`config.mk`:
```
export PLATFORM = sky130hd
export DESIGN_NAME = mux2_1_2bit_arbiter
export DESIGN_NICKNAME = d
export VERILOG_FILES = /design/src/rtl/mux2_1_2bit_arbiter.sv
export SDC_FILE = /design/constraint.sdc
export NUM_CORES = 1
export LEC_CHECK = 0
export BUFFER_PORTS_ARGS = -buffer_cell sky130_fd_sc_hd__buf_4
export CELL_PAD_IN_SITES_DETAIL_PLACEMENT = 1
export CELL_PAD_IN_SITES_GLOBAL_PLACEMENT = 1
export CORE_MARGIN = 5
export CORE_UTILIZATION = 30
export CTS_CLUSTER_DIAMETER = 150
export DETAILED_ROUTE_END_ITERATION = 6
export GPL_ROUTABILITY_DRIVEN = 0
export MAX_ROUTING_LAYER = met4
export PLACE_DENSITY_LB_ADDON = 0.1
export SLEW_MARGIN = 10
export SYNTH_ARGS = -nofsm -noshare
export SYNTH_HDL_FRONTEND = slang
export SYNTH_SLANG_ARGS = --single-unit
```
`constraint.sdc`:
```
create_clock -name clk -period 1.95 [get_ports clk]
set_input_delay 0.195 -clock clk [delete_from_list [all_inputs] [get_ports clk]]
set_output_delay 0.195 -clock clk [all_outputs]
set_load 0.01 [all_outputs]
```
`src/rtl/mux2_1_2bit_arbiter.sv`:
```
// Round-robin arbiter for two requesters sharing one registered data channel.
// Grants are burst-limited and the sink can stall the channel with ready_out.
module mux2_1_2bit_arbiter #(
  parameter int DATA_W    = 2,
  parameter int MAX_BURST = 4
) (
  input  logic              clk,
  input  logic              reset_L,
  input  logic              req0,
  input  logic              req1,
  input  logic [DATA_W-1:0] data0,
  input  logic [DATA_W-1:0] data1,
  input  logic              ready_out,
  output logic              gnt0,
  output logic              gnt1,
  output logic              selec,
  output logic [DATA_W-1:0] data_out,
  output logic              valid_out,
  output logic [3:0]        burst_cnt
);

  localparam logic [3:0] MAX_CNT = 4'(MAX_BURST);

  typedef enum logic [1:0] {IDLE, GRANT0, GRANT1} state_t;

  state_t              state_reg, state_next;
  logic                ptr_reg, ptr_next;
  logic                gnt0_reg, gnt1_reg;
  logic                sel_reg, sel_next;
  logic [DATA_W-1:0]   data_reg, data_next;
  logic                valid_reg, valid_next;
  logic [3:0]          cnt_reg, cnt_next;

  logic                owner;
  logic                own_req;
  logic                oth_req;
  logic [DATA_W-1:0]   own_data;
  logic                release_grant;

  always_ff @(posedge clk or negedge reset_L) begin
    if (!reset_L) begin
      state_reg <= IDLE;
      ptr_reg   <= 1'b0;
      gnt0_reg  <= 1'b0;
      gnt1_reg  <= 1'b0;
      sel_reg   <= 1'b0;
      data_reg  <= '0;
      valid_reg <= 1'b0;
      cnt_reg   <= 4'd0;
    end else begin
      state_reg <= state_next;
      ptr_reg   <= ptr_next;
      gnt0_reg  <= (state_next == GRANT0);
      gnt1_reg  <= (state_next == GRANT1);
      sel_reg   <= sel_next;
      data_reg  <= data_next;
      valid_reg <= valid_next;
      cnt_reg   <= cnt_next;
    end
  end

  always_comb begin
    state_next    = state_reg;
    ptr_next      = ptr_reg;
    data_next     = data_reg;
    valid_next    = 1'b0;
    cnt_next      = cnt_reg;
    release_grant = 1'b0;
    owner         = (state_reg == GRANT1);
    own_req       = owner ? req1 : req0;
    oth_req       = owner ? req0 : req1;
    own_data      = owner ? data1 : data0;

    case (state_reg)
      IDLE: begin
        // ptr_reg = 0 prefers requester 0 when both ask together
        if (req0 && (!req1 || !ptr_reg))
          state_next = GRANT0;
        else if (req1)
          state_next = GRANT1;
      end
      GRANT0, GRANT1: begin
        if (!own_req) begin
          release_grant = 1'b1;
        end else if (ready_out) begin
          data_next  = own_data;
          valid_next = 1'b1;
          cnt_next   = cnt_reg + 4'd1;
          if (cnt_reg + 4'd1 >= MAX_CNT)
            release_grant = 1'b1;
        end
        if (release_grant) begin
          cnt_next = 4'd0;
          ptr_next = ~owner;
          if (oth_req)
            state_next = owner ? GRANT0 : GRANT1;
          else if (own_req)
            state_next = state_reg;
          else
            state_next = IDLE;
        end
      end
      default: state_next = IDLE;
    endcase

    // select follows the grant and keeps its last value while idle
    case (state_next)
      GRANT0:  sel_next = 1'b0;
      GRANT1:  sel_next = 1'b1;
      default: sel_next = sel_reg;
    endcase
  end

  assign gnt0      = gnt0_reg;
  assign gnt1      = gnt1_reg;
  assign selec     = sel_reg;
  assign data_out  = data_reg;
  assign valid_out = valid_reg;
  assign burst_cnt = cnt_reg;

endmodule

```
Word-level counts from Yosys, hierarchy flattened
Index checks and enable logic that the tools add are counted.
Word-level totals
  bits in registers: 13
  output and inout port bits: 10
  input port bits: 9
  logic and storage cells: 48
Cells by class
  $lt $le $gt $ge: 1
  mux-type cells: 21
  eq/ne operators: 4
  add/sub/neg operators: 1
  bitwise gates (word level): 1
  reduce and logical (&&, ||, !) cells: 12
Operators with widths (number)
  2-bit two-way mux: 7
  4-bit two-way mux: 3
  1-bit two-way mux: 9
  3-bit AND reduction: 2
  2-bit nonzero test: 3
  4-bit by 1-bit adder with 4-bit output, second input constant: 1
  2-bit by 1-bit == test with 1-bit output, second input constant: 2
  2-bit == test, second input constant: 2
  4-bit by 3-bit >= comparator with 1-bit output, second input constant: 1
  2-bit case mux with 2 select lines: 1
  1-bit zero test: 2
  2-bit zero test: 1
  1-bit case mux with 2 select lines: 1
  2-bit AND reduction: 1
  2-bit OR reduction: 1
  1-bit logical AND: 1
  1-bit logical OR: 1
  1-bit inverter: 1

Logic depth before layout (Yosys ltp)
Gate-level depths: netlist of run 1.
  depth after elaboration: 10
  depth in mapped cells: 9
  depth with buffers taken out: 8

Worst setup path before layout of run 1
No wires, ideal clock.
  kind: reg-to-reg
  start point: reg cnt_reg[0], in the netlist burst_cnt[0]
  end point: reg sel_reg, in the netlist selec
  arrival time: 2.074 ns
  path buffers: 0
  period minus slack after synthesis: 2.198 ns
  cell stages (with the launch flop): 8
  setup time: 0.125 ns
  slack: -0.248 ns
  data required time: 1.825 ns
  cells stage by stage: dfrtp_1 -> ha_1 -> or3_1 -> o31a_2 -> o21ai_1 -> o221ai_1 -> ha_1 -> mux2_2
On the way
  cells in the longest elaborated chain, start to end: 10
  elaborated cells between the ends (all ways): 12
  those cells by class: add/sub: 1; order compare: 1; eq/ne: 2; mux: 7; reduce/logical: 1
Ends and longest elaborated chain
  start, declared: RTL line 32  | logic [3:0] cnt_reg, cnt_next;
  start signal, assigned: RTL line 58  | cnt_reg <= cnt_next;
  4-bit by 1-bit adder with 4-bit output (*): RTL line 89  | if (cnt_reg + 4'd1 >= MAX_CNT)
  4-bit by 3-bit >= comparator with 1-bit output (*): RTL line 89
  1-bit two-way mux (*): RTL line 89
  1-bit two-way mux (*): RTL line 85  | end else if (ready_out) begin
  1-bit two-way mux (*): RTL line 83  | if (!own_req) begin
  1-bit two-way mux (*): RTL line 74  | case (state_reg)
  2-bit two-way mux (*): RTL line 92  | if (release_grant) begin
  2-bit case mux with 2 select lines (*): RTL line 74
  named net state_next[1]: RTL line 26  | state_t state_reg, state_next;
  2-bit == test or 2-bit by 1-bit == test with 1-bit output (tied branches): RTL line 107  | case (state_next)
  1-bit case mux with 2 select lines or 2-bit nonzero test (tied branches)
  end signal, assigned: RTL line 55  | sel_reg <= sel_next;
  end, declared: RTL line 29  | logic sel_reg, sel_next;
Mark *: on every way through the listed nets, which the timed path passes. The rest lies on a longest branch. The select of a mux whose other input is x is not followed.
A chain may end at the register's enable or synchronous reset.

Final worst setup path of run 1
  start point: reg state_reg[0]
  end point: reg sel_reg, in the netlist selec
On the way
  cells in the longest elaborated chain, start to end: 8
  elaborated cells between the ends (all ways): 19
  those cells by class: eq/ne: 4; mux: 12; reduce/logical: 3
Ends and longest elaborated chain
  start, declared: RTL line 26
  start signal, assigned: RTL line 51  | state_reg <= state_next;
  2-bit == test: RTL line 69, 74
  1-bit two-way mux: RTL line 70  | own_req = owner ? req1 : req0;
  2-bit two-way mux or 1-bit two-way mux (tied branches): RTL line 97, 83
  2-bit two-way mux or 1-bit two-way mux (tied branches): RTL line 95, 74
  2-bit two-way mux: RTL line 92
  2-bit case mux with 2 select lines (*): RTL line 74
  2-bit == test or 2-bit by 1-bit == test with 1-bit output (tied branches): RTL line 107
  1-bit case mux with 2 select lines or 2-bit nonzero test (tied branches)
Every way passes the cells marked *; elsewhere a longest branch is shown, timed or not. The select of a mux whose other input is x is not followed.

==> flow_metrics.tcl, run 1 <==
set metrics [dict create \
    synth.top_cell.area_share 0.395 \
    largest_reg_flops 4 \
    worstPathMaxFanout 6 \
    drc_errors 0 \
    place_hpwl_um 1730 \
    slowest_delay_ns 0.41 \
    stdcell_count 152 \
    min-delay-start "data0[1]" \
    antenna_left 0 \
    ys_warn_count 0 \
    synthCells 79 \
    fp.coreArea_um2 2690 \
    drive_gt1_frac 0.562 \
    grt-ovfl-total 0 \
    path_clk_slew_ns 0.08 \
    async_flop_share 1.00 \
    area_growth_pct 54.8 \
    min_path_type "in2reg" \
    dieHeight_um 62.4 \
    num_vias 751 \
    fin_nets 137 \
    cp_data_arrival_time_ns 2.28 \
    cts_tree "yes" \
    fin_ws_ns -0.166 \
    clock-sinks 13 \
    rows 19 \
    cp.required_ns 2.11 \
    regToRegEndpoint "selec" \
    grt_pass1_vias 863 \
    crit_chain "inv_2 -> ha_4 -> mux2_4 -> a211oi_2 -> nor3_2 -> ha_1 -> mux2_2" \
    drv_cap 0 \
    min_delay_path_depth 3 \
    ir_drop_uv 829 \
    period_share 1.09 \
    grt_max_degree 14 \
    netlist.top_cell.by_area "dfrtp_1" \
    root_buffer "clkbuf_4" \
    layout_common_cells "buf_4 (40), dfrtp_1 (12), a21oi_1 (4), mux2i_1 (4)" \
    holdPathEnd "data_out[1]" \
    insertion_delay_ns 0.27 \
    startpoint_type "register" \
    ff2ff_setup_slack_ns -0.17 \
    avgSynthCellArea_um2 10.4 \
    static-leakage-power_uw 0.000595 \
    cp_num_buf_inv 1 \
    slowest_stage "dfrtp_1" \
    r2r_start "state_reg[0]" \
    io_buffers 18 \
    outcome "finished, violations left" \
    finalWirelength_um 2120 \
    p_total_uw 1780 \
    die_w_um 62.4 \
    timing_worst_setup_path_type "reg2reg" \
    diodes 0 \
    min_period_ns 2.12 \
    hold_violations 0 \
    dpl.cell_count 145 \
    synth_seq_area_share 0.395 \
    end_kind "register" \
    max-slew-margin-rel 0.788 \
    drtIter0Drc 13 \
    hold_ws_ns 0.226 \
    firstDrtPassIters 4 \
    finClkSkew_ns 0.00512 \
    clockBufferDepth 2 \
    fin_util 0.475 \
    mostFrequentLayoutCell "buf_4" \
    initial_core_util 0.307 \
    antenna_found_initial 0 \
    violations "negative setup slack" \
    die_area_um2 3900 \
    vias_per_cell 4.94 \
    reg2reg_depth 7 \
    synth_seq_cells 13 \
    rsz0062_at_grt "yes" \
    grt_pass1_wl_um 3680 \
    post_drt_wl_per_cell_um 14.0 \
    worst_slew_pin_slew_ns 0.310 \
    clock.fmax_mhz 473 \
    htreeDepth 1 \
    synth_top_flop_cell "dfrtp_1" \
    report.final.slew_viol_count 0 \
    grt_use_total 0.115 \
    powerDensity_nw_per_um2 1400 \
    netlist_area_um2 825 \
    setup_viol 3 \
    io_pins 19 \
    syn_nets 94 \
    yosysUniqueCellTypes 40 \
    cts_made_buffers 3 \
    synth_area_leaders "dfrtp_1 (39%), ha_1 (9.1%), mux2i_1 (4.9%), mux2_2 (4.1%), o31ai_4 (2.6%)" \
    critPathTopFamily "multiplexers" \
    synth_edf_count 0 \
    post-place-ws_ns -0.264 \
]
worst register-to-register path: stages (launching register included):
cell	delay [ns]
dfrtp_1	0.41
inv_2	0.11
ha_4	0.18
mux2_4	0.33
a211oi_2	0.31
nor3_2	0.07
ha_1	0.28
mux2_2	0.33
worst max-delay path by stage:
stage | start | endpoint | cells after the start
finish | state_reg[0] | selec | 7
detailed placement | state_reg[1] | selec | 8
global route | burst_cnt[0] | selec | 8
floorplan | burst_cnt[1] | selec | 7
CTS | burst_cnt[0] | selec | 7
global placement | state_reg[1] | selec | 8
cells in the mapped netlist (2+ instances only):
| cell type | count |
|---|---|
| nor2_1 | 2 |
| ha_1 | 6 |
| nand2_1 | 4 |
| inv_1 | 5 |
| o21ai_0 | 2 |
| nand3_1 | 3 |
| mux2_2 | 3 |
| a21oi_1 | 4 |
| mux2i_1 | 4 |
| or3_1 | 2 |
| dfrtp_1 | 13 |
| nand2b_1 | 3 |
final cells by class:
cell class              instances  area (um2)
flip-flops and latches         13         327
clock buffers                   4        26.3
well taps                      31        38.8
fillers                       321        1410
repair buffers                 41         310
multi-input cells              58         556
inverters                       5        18.8
per-stage QoR:
| step | cell area, um2 | setup TNS [ns] |
|---|---|---|
| 5_1_grt | 1280 | -0.548 |
| 2_1_floorplan | 886 | -0.133 |
| 3_3_place_gp | 1190 | -0.203 |
| 3_5_place_dp | 1190 | -0.298 |
| 6_report | 1280 | -0.301 |
| 4_1_cts | 1260 | -0.167 |
timing repair:
action | in CTS | in global routing
buffers inserted | 2 | 0
hold buffers | 1 | 0
pin swaps | 4 | 3
endpoints found under the hold margin | 13 | 0
resized for setup | 5 | 3
endpoints found under the setup margin | 2 | 3
report_power, final:
part | switching (uW) | internal, uW | leakage [uW]
combinational | 530 | 651 | 0.000418
clock | 83.3 | 79.1 | 0.0000150
sequential | 68.2 | 371 | 0.000162
total | 682 | 1100 | 0.000595
layer usage:
| layer | track usage | vias up | wire length [um] |
|---|---|---|---|
| li1 | - | 378 | - |
| met1 | 0.151 | 360 | 1050 |
| met2 | 0.185 | 13 | 998 |
| met3 | 0.0162 | 0 | 72 |
| met4 | 0.0318 | 0 | 0 |
| met5 | - | - | 0 |
cells by family (layout without fill, tap and decap cells):
family / after synthesis / after routing / share of synthesized area
AO/OA/AOI/OAI: 22 / 22 / 0.216
XOR/XNOR: 1 / 1 / 0.0106
adder cells (fa/ha/maj): 6 / 6 / 0.0910
buffers and inverters: 8 / 50 / 0.0425
flip-flops: 13 / 13 / 0.395
multiplexers: 7 / 7 / 0.0895
AND/OR/NAND/NOR: 22 / 22 / 0.156
(Power assumes the default switching activity.)
==> inputs of run 2 (changes only) <==
Settings changed: ABC_AREA set to 1, TNS_END_PERCENT set to 50.
==> flow_metrics.tcl, run 2 <==
set metrics [dict create \
    clock-sinks 13 \
    static-leakage-power_uw 0.000702 \
    grt-ovfl-total 0 \
    antenna_found_initial 0 \
    worstPathMaxFanout 5 \
    synth.top_cell.area_share 0.411 \
    dpl_cell_area_um2 1100 \
    mostFrequentLayoutCell "buf_4" \
    diodes 0 \
    fp.coreArea_um2 2500 \
    grt_max_degree 14 \
    powerDensity_nw_per_um2 1620 \
    reg2reg_depth 10 \
    io_buffers 18 \
    die_area_um2 3770 \
    r2r_start "state_reg[0]" \
    insertion_delay_ns 0.28 \
    max-slew-margin-rel 0.829 \
    cts_made_buffers 3 \
    synth_most_common_cell "nand2_1" \
    avgSynthCellArea_um2 8.00 \
    period_share 1.05 \
    rsz0062_at_grt "yes" \
    report.final.slew_viol_count 0 \
    nFillCells 307 \
    area_growth_pct 69.8 \
    grt_use_total 0.158 \
    largest_reg_flops 4 \
    multiInputGateArea_um2 523 \
    num_vias 832 \
    io_pins 19 \
    post_drt_wl_per_cell_um 14.5 \
    outcome "finished, violations left" \
    synthTopCellsByCount "nand2_1 (29), inv_1 (16), dfrtp_1 (13), nand3_1 (7), ha_1 (6)" \
    p_total_uw 2180 \
    ir_drop_uv 880 \
    grt_pass1_wl_um 4080 \
    min_path_type "in2reg" \
    rows 18 \
    path_clk_slew_ns 0.08 \
    synth_seq_area_share 0.411 \
    syn_nets 114 \
    hold_violations 0 \
    final_cell_area_um2 1350 \
    timing_worst_setup_path_type "reg2reg" \
    drv_cap 0 \
    ff2ff_setup_slack_ns -0.10 \
    finalWirelength_um 2610 \
    clockBufferDepth 2 \
    finClkSkew_ns 0.00596 \
    synthCells 99 \
    dieHeight_um 61.4 \
    synth_area_leaders "dfrtp_1 (41%), nand2_1 (14%), ha_1 (9.5%), inv_1 (7.6%), nand3_1 (4.4%)" \
    netlist_area_um2 792 \
    cts_tree "yes" \
    firstDrtPassIters 4 \
    place_hpwl_um 1650 \
    initial_core_util 0.317 \
    synth_top_flop_cell "dfrtp_1" \
    synth_edf_count 0 \
    cp.required_ns 2.12 \
    drc_errors 0 \
    fin_ws_ns -0.103 \
    setup_viol 3 \
    crit_end "selec" \
    drtIter0Drc 15 \
    fin_nets 166 \
    vias_per_cell 4.62 \
    antenna_left 0 \
    cp_data_arrival_time_ns 2.23 \
    worst_slew_pin_slew_ns 0.256 \
    netlist.top_cell.by_area "dfrtp_1" \
    async_flop_share 1.00 \
    seq_area_um2 325 \
    root_buffer "clkbuf_4" \
    die_w_um 61.4 \
    violations "negative setup slack" \
    grt_pass1_vias 909 \
    clock.fmax_mhz 487 \
    regToRegEndpoint "selec" \
    crit_path_start "state_reg[0]" \
    end_kind "register" \
    layout_common_cells "buf_4 (45), nand2_1 (21), inv_1 (14)" \
    startpoint_type "register" \
    drive_gt1_frac 0.533 \
    yosysUniqueCellTypes 19 \
    synth_seq_cells 13 \
    min_period_ns 2.05 \
    htreeDepth 1 \
    ys_warn_count 0 \
]
## run 2: cell count changes in the layout (fill, tap and decap cells not counted), sizes merged, moves of 3 or more
cell,delta
nand2,+29
inv,+14
buf,+6
mux2i,-4
nand3,+4
nor2,+4
a31oi,+3
nand2b,-3
## run 2: critical path: stages, from the launching register on
cell	delay, ns
dfrtp_1	0.40
inv_2	0.09
ha_4	0.17
nand2_1	0.09
nand2_4	0.11
nand2_1	0.15
nand3_2	0.12
nand2_2	0.08
a21oi_4	0.20
ha_4	0.23
mux2_4	0.29
## run 2: final cells by class
cell class | count | share of cell area
multi-input combinational | 67 | 0.389
timing repair buffer | 47 | 0.267
sequential | 13 | 0.242
inverter | 19 | 0.0549
tap | 30 | 0.0279
clock buffer | 4 | 0.0195
## run 2: worst min-delay path by stage
stage             start      endpoint  slack (ns)  depth (start not counted)
2_1_floorplan   reset_L  burst_cnt[0]       -0.10                          0
3_3_place_gp    reset_L   data_out[1]        0.05                          1
3_5_place_dp    reset_L   data_out[1]        0.05                          1
4_1_cts        data0[0]   data_out[0]        0.18                          3
5_1_grt        data0[0]   data_out[0]        0.18                          3
6_report       data0[0]   data_out[0]        0.19                          3
## run 2: logic make-up (layout without fill, tap and decap cells)
logic type,after synthesis,in the layout,share of synthesized area
AOI/OAI and AO/OA,12,12,0.0979
adders and majority gates,6,6,0.0948
buffers and inverters,19,70,0.0900
DFF,13,13,0.411
muxes,1,1,0.0142
and+or+nand+nor,48,48,0.292
## run 2: per-layer routing
layer | GRT usage | up-vias | wire [um]
li1 | - | 413 | -
met1 | 0.157 | 399 | 982
met2 | 0.299 | 16 | 1470
met3 | 0.0398 | 4 | 126
met4 | 0.0515 | 0 | 36
met5 | - | - | 0
## run 2: per-stage QoR
step | std cells | setup WS [ns] | setup TNS (ns) | util | hold slack, ns
2_1_floorplan | 99 | -0.0486 | -0.0486 | - | -0.101
4_1_cts | 177 | -0.0434 | -0.0434 | 0.515 | 0.177
3_3_place_gp | 162 | -0.0634 | -0.0634 | 0.441 | 0.0540
5_1_grt | 180 | -0.195 | -0.481 | 0.538 | 0.185
3_5_place_dp | 162 | -0.146 | -0.146 | 0.441 | 0.0535
6_report | 180 | -0.103 | -0.151 | 0.538 | 0.186
## run 2: what timing repair did
item                                    in CTS  in global routing
hold buffers                                 1                  0
setup buffers                               10                  3
cloned                                       0                  0
pin swaps                                    8                  4
hold endpoints to repair                    13                  0
endpoints found under the setup margin       1                  3
resized for setup                           17                  8
## run 2: power by group
group / switching [uW] / leakage, uW / internal, uW / total, uW
logic: 770 / 0.000522 / 820 / 1590
registers: 51.7 / 0.000165 / 371 / 423
clock network: 90.9 / 0.0000150 / 79.4 / 170
total: 913 / 0.000702 / 1270 / 2180
==> inputs of run 3 (changes only) <==
Clock period 1.95 ns to 2.4 ns, I/O delays scaled along.
==> flow_metrics.tcl, run 3 (same netlist as run 2, synthesis figures left out) <==
set metrics [dict create \
    outcome "finished clean" \
    antenna_found_initial 0 \
    die_area_um2 3770 \
    final_cell_area_um2 1010 \
    largest_reg_flops 4 \
    startpoint_type "register" \
    cp.required_ns 2.57 \
    rows 18 \
    insertion_delay_ns 0.28 \
    dieHeight_um 61.4 \
    drc_errors 0 \
    route.top_layer_used "met4" \
    static-leakage-power_uw 0.000553 \
    dpl_cell_area_um2 972 \
    finalSetupTns_ns 0 \
    dr_wl_met2_um 907 \
    worstPathMaxFanout 6 \
    drv_cap 0 \
    firstDrtPassIters 3 \
    fp.coreArea_um2 2500 \
    end_kind "register" \
    antenna_left 0 \
    mostFrequentLayoutCell "nand2_1" \
    ir_drop_uv 411 \
    clock.fmax_mhz 453 \
    io_buffers 18 \
    grt-ovfl-total 0 \
    post-place-ws_ns 0.126 \
    fin_ws_ns 0.193 \
    finalWirelength_um 1800 \
    fin_nets 139 \
    diodes 0 \
    place_hpwl_um 1480 \
    setup_viol 0 \
    io_pins 19 \
    period_share 0.920 \
    powerDensity_nw_per_um2 1140 \
    wl_met3_um 86 \
    nFillCells 327 \
    grt_use_total 0.115 \
    min_path_type "in2reg" \
    clockBufferDepth 2 \
    drive_gt1_frac 0.285 \
    area_growth_pct 27.8 \
    grt_pass1_vias 731 \
    num_vias 697 \
    cts_tree "yes" \
    path_clk_slew_ns 0.09 \
    grt_pass1_wl_um 3000 \
    grt_max_degree 14 \
    layout_common_cells "nand2_1 (29), buf_4 (19), inv_1 (16)" \
    min_period_ns 2.21 \
    finClkSkew_ns 0.00830 \
    initial_core_util 0.317 \
    drtIter0Drc 9 \
    die_w_um 61.4 \
    rsz0062_at_grt "no" \
    clock-sinks 13 \
    root_buffer "clkbuf_4" \
    report.final.slew_viol_count 0 \
    vias_per_cell 4.56 \
    worst_slew_pin_slew_ns 0.227 \
    hold_violations 0 \
    cts_made_buffers 3 \
    wl_met1_um 785 \
    htreeDepth 1 \
    hold_ws_ns 0.239 \
    post_cts_buffers 0 \
    cp_data_arrival_time_ns 2.38 \
    post_drt_wl_per_cell_um 11.8 \
    timing_worst_setup_path_type "reg2reg" \
    max-slew-margin-rel 0.847 \
]
-- run 3: cell count changes in the layout (fill, tap and decap cells not counted), sizes merged --
cell    change
buf        -27
clkbuf      -1
clkinv      +1
-- run 3: timing repair --
action | CTS | global route
hold buffers | 1 | 0
setup endpoints to repair | 0 | 1
resized for setup | 0 | 1
hold endpoints to repair | 13 | 0
-- run 3: area by class of cell --
| type | instances | area (um2) | share of cell area |
|---|---|---|---|
| multi-input cells | 67 | 398 | 0.393 |
| repair buffers | 20 | 153 | 0.151 |
| well taps | 30 | 37.5 | 0.0371 |
| inverters | 19 | 71.3 | 0.0705 |
| clock buffers | 3 | 22.5 | 0.0222 |
| flip-flops and latches | 13 | 325 | 0.321 |
| clock inverters | 1 | 5.00 | 0.00494 |
-- run 3: final timing paths --
path	slack, ns	from	to	cells past startpoint
max in group asynchronous	1.88	reset_L	burst_cnt[0]	2
worst max register to register	0.19	state_reg[0]	selec	13
worst min register to register	0.52	selec	selec	1
worst min-delay path	0.24	data0[0]	data_out[0]	3
worst max-delay path	0.19	state_reg[0]	selec	13
min in group asynchronous	0.34	reset_L	ptr_reg	2
-- run 3: metrics by stage --
stage          power (uW)  std cells  utilization
4_1_cts              1190        153        0.404
2_1_floorplan         809         99            -
3_5_place_dp         1040        148        0.389
5_1_grt              1290        153        0.405
6_report             1160        153        0.405
3_3_place_gp         1020        148        0.389
-- run 3: power breakdown --
group          internal (uW)  switching [uW]  total, uW
Clock                   61.8            77.3        139
Combinational            282             377        660
Sequential               301            55.9        357
-- run 3: worst max-delay path, cell delays in order (launching register included) --
cell and delay [ns]:
dfrtp_1 0.40, inv_1 0.10, ha_2 0.24, inv_2 0.09, nand2_1 0.08, nand2_2 0.08
nor2_4 0.12, nand2_2 0.09, nand3_1 0.09, nand2_1 0.06, inv_2 0.06, a21oi_1 0.07
ha_1 0.28, mux2_2 0.32
-- run 3: layer usage --
layer  track usage  vias up
li1              -      358
met1         0.123      327
met2         0.199       10
met3        0.0377        2
met4        0.0364        0
met5             -        -
